### src/rtl/debounce_multi.sv
`timescale 1ns/1ps
`default_nettype none
// ============================================================================
//  Module      : debounce_multi
//  Description : N-channel push-button conditioner. Each channel has a 2-flop
//                synchroniser with optional polarity inversion, a counter-based
//                stability filter, press/release single-cycle pulses and an
//                optional auto-repeat pulse while the channel is held.
//  Ports       :
//    clk_i        in   1         system clock, rising edge
//    rst_i        in   1         asynchronous reset, active-low
//    btn_i        in   CHANNELS  raw asynchronous button inputs
//    level_o      out  CHANNELS  debounced pressed state (1 = pressed)
//    press_o      out  CHANNELS  1-cycle pulse when level_o rises
//    release_o    out  CHANNELS  1-cycle pulse when level_o falls
//    repeat_o     out  CHANNELS  1-cycle auto-repeat pulse (0 when REPEAT_EN=0)
//    any_press_o  out  1         OR of press_o, aligned with press_o
//  Revision    : 1.0  initial release
// ============================================================================
module debounce_multi #(
    parameter int CHANNELS      = 4,
    parameter int ACTIVE_LOW    = 1,
    parameter int CNT_W         = 20,
    parameter int STABLE_CYCLES = 50000,
    parameter int REPEAT_EN     = 0,
    parameter int REPEAT_DELAY  = 500000,
    parameter int REPEAT_PERIOD = 100000
) (
    input  logic                clk_i,
    input  logic                rst_i,
    input  logic [CHANNELS-1:0] btn_i,
    output logic [CHANNELS-1:0] level_o,
    output logic [CHANNELS-1:0] press_o,
    output logic [CHANNELS-1:0] release_o,
    output logic [CHANNELS-1:0] repeat_o,
    output logic                any_press_o
);

    // ------------------------------------------------------------------------
    // Configuration range checks (elaboration time)
    // ------------------------------------------------------------------------
    if (CHANNELS < 1) begin : g_err_channels
        $error("debounce_multi: CHANNELS must be >= 1");
    end
    if (CNT_W < 1 || CNT_W > 30) begin : g_err_cnt_w
        $error("debounce_multi: CNT_W must be in 1..30");
    end
    if (STABLE_CYCLES < 1 || STABLE_CYCLES > (2**CNT_W) - 1) begin : g_err_stable
        $error("debounce_multi: STABLE_CYCLES out of range");
    end
    if (REPEAT_DELAY < 1 || REPEAT_DELAY > (2**CNT_W) - 1) begin : g_err_delay
        $error("debounce_multi: REPEAT_DELAY out of range");
    end
    if (REPEAT_PERIOD < 1 || REPEAT_PERIOD > (2**CNT_W) - 1) begin : g_err_period
        $error("debounce_multi: REPEAT_PERIOD out of range");
    end

    localparam logic [CHANNELS-1:0] c_inv       = (ACTIVE_LOW != 0) ? '1 : '0;
    localparam logic [CNT_W-1:0]    c_stab_last = CNT_W'(STABLE_CYCLES - 1);

    logic [CHANNELS-1:0] r_s0;
    logic [CHANNELS-1:0] r_s1;
    logic [CHANNELS-1:0] r_level;
    logic [CHANNELS-1:0] r_press;
    logic [CHANNELS-1:0] r_release;
    logic                r_any_press;
    logic [CHANNELS-1:0] w_toggle;
    logic [CHANNELS-1:0] w_repeat;

    // ------------------------------------------------------------------------
    // Synchroniser: polarity is normalised before the first flop so that
    // everything downstream sees 1 = pressed, and reset means "released".
    // ------------------------------------------------------------------------
    always_ff @(posedge clk_i or negedge rst_i) begin
        if (!rst_i) begin
            r_s0 <= '0;
            r_s1 <= '0;
        end else begin
            r_s0 <= btn_i ^ c_inv;
            r_s1 <= r_s0;
        end
    end

    // ------------------------------------------------------------------------
    // Per-channel stability filter
    // ------------------------------------------------------------------------
    for (genvar gi = 0; gi < CHANNELS; gi++) begin : g_chan
        logic [CNT_W-1:0] r_stab_cnt;

        // Level flips once the differing value has been seen for
        // STABLE_CYCLES consecutive edges; any return to the current level
        // restarts the count.
        assign w_toggle[gi] = (r_s1[gi] != r_level[gi]) && (r_stab_cnt == c_stab_last);

        always_ff @(posedge clk_i or negedge rst_i) begin
            if (!rst_i) begin
                r_stab_cnt <= '0;
            end else if (r_s1[gi] == r_level[gi] || w_toggle[gi]) begin
                r_stab_cnt <= '0;
            end else begin
                r_stab_cnt <= r_stab_cnt + CNT_W'(1);
            end
        end
    end

    // ------------------------------------------------------------------------
    // Debounced level and edge pulses, registered together so the pulse is
    // high exactly in the first cycle of the new level.
    // ------------------------------------------------------------------------
    always_ff @(posedge clk_i or negedge rst_i) begin
        if (!rst_i) begin
            r_level     <= '0;
            r_press     <= '0;
            r_release   <= '0;
            r_any_press <= 1'b0;
        end else begin
            r_level     <= r_level ^ w_toggle;
            r_press     <= w_toggle & ~r_level;
            r_release   <= w_toggle & r_level;
            r_any_press <= |(w_toggle & ~r_level);
        end
    end

    // ------------------------------------------------------------------------
    // Auto-repeat
    // ------------------------------------------------------------------------
    if (REPEAT_EN != 0) begin : g_repeat
        localparam logic [CNT_W-1:0] c_delay_last  = CNT_W'(REPEAT_DELAY - 1);
        localparam logic [CNT_W-1:0] c_period_last = CNT_W'(REPEAT_PERIOD - 1);

        for (genvar gi = 0; gi < CHANNELS; gi++) begin : g_rep_chan
            logic [CNT_W-1:0] r_rep_cnt;
            logic             r_rep_first;  // still waiting for the first repeat
            logic             r_rep;
            logic [CNT_W-1:0] w_rep_limit;

            assign w_rep_limit    = r_rep_first ? c_delay_last : c_period_last;
            assign w_repeat[gi]   = r_rep;

            always_ff @(posedge clk_i or negedge rst_i) begin
                if (!rst_i) begin
                    r_rep_cnt   <= '0;
                    r_rep_first <= 1'b1;
                    r_rep       <= 1'b0;
                end else if (w_toggle[gi] || !r_level[gi]) begin
                    // A level change (press or release) restarts the
                    // sequence; the release edge itself never repeats.
                    r_rep_cnt   <= '0;
                    r_rep_first <= 1'b1;
                    r_rep       <= 1'b0;
                end else if (r_rep_cnt == w_rep_limit) begin
                    r_rep_cnt   <= '0;
                    r_rep_first <= 1'b0;
                    r_rep       <= 1'b1;
                end else begin
                    r_rep_cnt   <= r_rep_cnt + CNT_W'(1);
                    r_rep       <= 1'b0;
                end
            end
        end
    end else begin : g_no_repeat
        assign w_repeat = '0;
    end

    assign level_o     = r_level;
    assign press_o     = r_press;
    assign release_o   = r_release;
    assign repeat_o    = w_repeat;
    assign any_press_o = r_any_press;

endmodule
`default_nettype wire

### config.mk
export PLATFORM = sky130hd
export DESIGN_NAME = debounce_multi
export DESIGN_NICKNAME = d
export VERILOG_FILES = /design/src/rtl/debounce_multi.sv
export SDC_FILE = /design/constraint.sdc
export NUM_CORES = 1
export LEC_CHECK = 0
export BUFFER_PORTS_ARGS = -buffer_cell sky130_fd_sc_hd__buf_4
export CAP_MARGIN = 0
export CORE_MARGIN = 2
export CORE_UTILIZATION = 40
export CTS_BUF_LIST = sky130_fd_sc_hd__clkbuf_4
export CTS_CLUSTER_DIAMETER = 50
export CTS_CLUSTER_SIZE = 12
export DETAILED_ROUTE_END_ITERATION = 7
export SYNTH_ARGS = -nofsm -noshare
export SYNTH_HDL_FRONTEND = slang
export SYNTH_SLANG_ARGS = --single-unit
### constraint.sdc
create_clock -name clk_i -period 2.2 [get_ports clk_i]
set_input_delay 0.11 -clock clk_i [delete_from_list [all_inputs] [get_ports clk_i]]
set_output_delay 0.11 -clock clk_i [all_outputs]
set_load 0.02 [all_outputs]
==> results.tsv <==
metric	value	unit
placed_area	0.00509	mm2
async_reset_ff_share	100	%
initial_core_util	40.6	%
grt-ovfl-total	0	
use_met1	20.8	%
ff2ff_path_depth	4	
r2r-start	g_chan[2].r_stab_cnt[12]	
worstPathMaxFanout	19	
synth-edff-count	0	
area_growth	9.47	%
p_clk_share	34.6	%
hp-class	input pin to async pin	
setup_tns	0	ns
core-area	0.0119	mm2
arrival	2.37	ns
synthesis.area	0.00483	mm2
dr.pass1.iters	7	
clock-sinks	101	
clkLatencyLatePin	0.47	ns
fin_skew	0.0199	ns
synthDistinctLibCells	45	
antennaDiodeCount	0	
synthTopCellsByCount	dfrtp_1 (101), nor2_1 (58), xnor2_1 (31)	
die_h	114	um
cpPeakStageDelay	0.69	ns
clk_pin_slew	0.15	ns
dpl.hpwl	6410	um
seq_area_frac_synth	52.3	%
numCtsBuffers	9	
die_x	114	um
via_per_inst	5.43	
cp.required	2.56	ns
synth_top_area_share	52.3	%
ys_ff_latch	101	
layoutNonFillerInstCount	649	
wl	9270	um
stdcell_area	0.00529	mm2
ant_nets	0	
worstReg2RegEnd	g_chan[2].r_stab_cnt[14]	
setup.worst_path.class	register to register	
setup_viol	0	
startpoint_type	register	
met2_usage	23.8	%
leakage	2.21	nW
period_share	91.4	%
synth_cells	469	
cts.repair.resized	0	
post-synth-top-count-cell	dfrtp_1	
ys.flop_type	dfrtp_1	
drv_slew	0	
cp_cell_sequence	or4b_2, nor3_2, a21bo_2, nor2_1	
min_period	2.01	ns
cts_max_level	3	
cts_hold_buf	5	
io_buffers	18	
p_sw_share	23.1	%
avgSynthCellArea	10.3	um2
r2r_slack	0.19	ns
die_area	0.0130	mm2
status	finished, final reports clean	
synth.area.top_cells	dfrtp_1 (52%), xnor2_1 (5.6%), nor2_1 (4.5%)	
antenna_found_initial	0	
grt.total_usage	15.4	%
gp_congestion	0.809	
vias	3521	
hold_viol_final	0	
cp_slowest_cell	or4b_2	
critPathCaptureType	register	
ir_drop	0.000425	V
yosysTopAreaCell	dfrtp_1	
grt_pass1_wl	16000	um
drc_errors	0	
dp.cells	628	
p_seq_share	61.5	%
powerDensity	586	mW/mm2
grt-busiest-layer	met2	
p_sw	0.000715	W
post_cts_buffers	0	
dr.first_iter.drc_count	121	
fmax	0.498	GHz
relSlewSlack	66.5	%
first_global_vias	3420	
cts_tree	yes	
worst_slew_pin_slew	0.503	ns
intPower	0.00238	W
nets	507	
grt_max_degree	40	
max_cap_viol_count	0	
rsz0062_at_grt	no	
rows	40	
met3_usage	4.78	%
combPwrFrac	3.9	%
routedWlPerCell	14.3	um
pin_count	23	
drive_gt1_share	12.5	%
yosysWarnings	0	
ctsLongestPathBuffers	2	
clock_tree.root_cell	clkbuf_4	
==> power by group through the flow <==
stage	sequential [W]	clock, W	combinational (W)
5_1_grt	0.00191	0.00118	0.000144
3_3_place_gp	0.00194	0	0.000116
3_5_place_dp	0.00194	0	0.000119
2_1_floorplan	0.00194	0	0.0000727
6_report	0.00191	0.00107	0.000121
4_1_cts	0.00191	0.00112	0.000127
==> worst max-delay path: cells and delay by family (launching register included) <==
family	cells	cell delay [ns]
compound gates	1	0.42
flops	1	0.45
simple gates	3	1.03
==> flip-flops by register name (all words and copies together) (netlist names), named ones only <==
| register | count |
|---|---|
| g_chan.r_stab_cnt | 80 |
| press_o | 4 |
| r_s0 | 4 |
| r_s1 | 4 |
| release_o | 4 |
| any_press_o | 1 |
==> routing by layer <==
metal | vias to the layer above | part of all wire, %
met5 | - | 0
met4 | 0 | 1.5
met3 | 13 | 4.1
met2 | 47 | 45
met1 | 1741 | 49
li1 | 1720 | -
==> stage by stage <==
stage,power [W],setup slack (ns),hold WS [ns],util [%]
2_1_floorplan,0.00201,0.394,-0.186,-
3_3_place_gp,0.00206,0.219,0.113,42.7
3_5_place_dp,0.00206,0.223,0.118,42.7
4_1_cts,0.00315,0.195,0.116,44.4
5_1_grt,0.00323,0.0676,0.135,44.4
6_report,0.00310,0.190,0.114,44.4
==> placed cells by master, fill, tap and decap left out, types with 3 or more instances in the layout <==
cell type	n
dlygate4sd3_1	5
or4_4	4
a21oi_1	24
mux2_2	4
nand2_1	21
and3_1	9
or3_1	14
nor2_1	58
clkbuf_4	10
xnor2_1	31
ha_1	4
o21ai_0	13
buf_4	24
nor4_1	11
a21bo_2	3
nor3b_1	4
nand4_1	13
dfrtp_1	101
nand4b_1	3
inv_1	18
nand3_1	30
nor3_1	16
xor2_1	21
and4b_1	4
or2_2	3
and4_1	3
conb_1	4
o31ai_1	7
or4_1	15
==> area by class of cell <==
type	count	area, um2
Inverter	18	67.6
Clock buffer	10	75.1
Timing Repair Buffer	29	230
Clock inverter	6	77.6
Sequential cell	101	2530
Tap cell	147	184
Fill cell	1174	6620
Multi-Input combinational cell	338	2130
==> how the worst max path moves through the flow <==
stage | startpoint | end | depth (start not counted)
after floorplan | g_chan[2].r_stab_cnt[12] | g_chan[2].r_stab_cnt[14] | 6
after global placement | g_chan[2].r_stab_cnt[12] | g_chan[2].r_stab_cnt[9] | 4
after detailed placement | g_chan[2].r_stab_cnt[12] | g_chan[2].r_stab_cnt[14] | 4
after CTS | g_chan[2].r_stab_cnt[12] | g_chan[2].r_stab_cnt[14] | 4
after global routing | g_chan[2].r_stab_cnt[12] | g_chan[2].r_stab_cnt[15] | 4
final | g_chan[2].r_stab_cnt[12] | g_chan[2].r_stab_cnt[14] | 4
==> cells by family after synthesis <==
family                   count (synthesis)  synth area share (%)
AO/OA/AOI/OAI                           52                  6.39
AND/OR/NAND/NOR                        222                  26.0
multiplexers                             4                 0.932
buffers and inverters                   33                  3.88
adder cells (fa/ha/maj)                  4                  1.04
flip-flops                             101                  52.3
other                                    1                0.0776
XOR/XNOR                                52                  9.42
No activity file was read; power rests on OpenSTA's default activity.
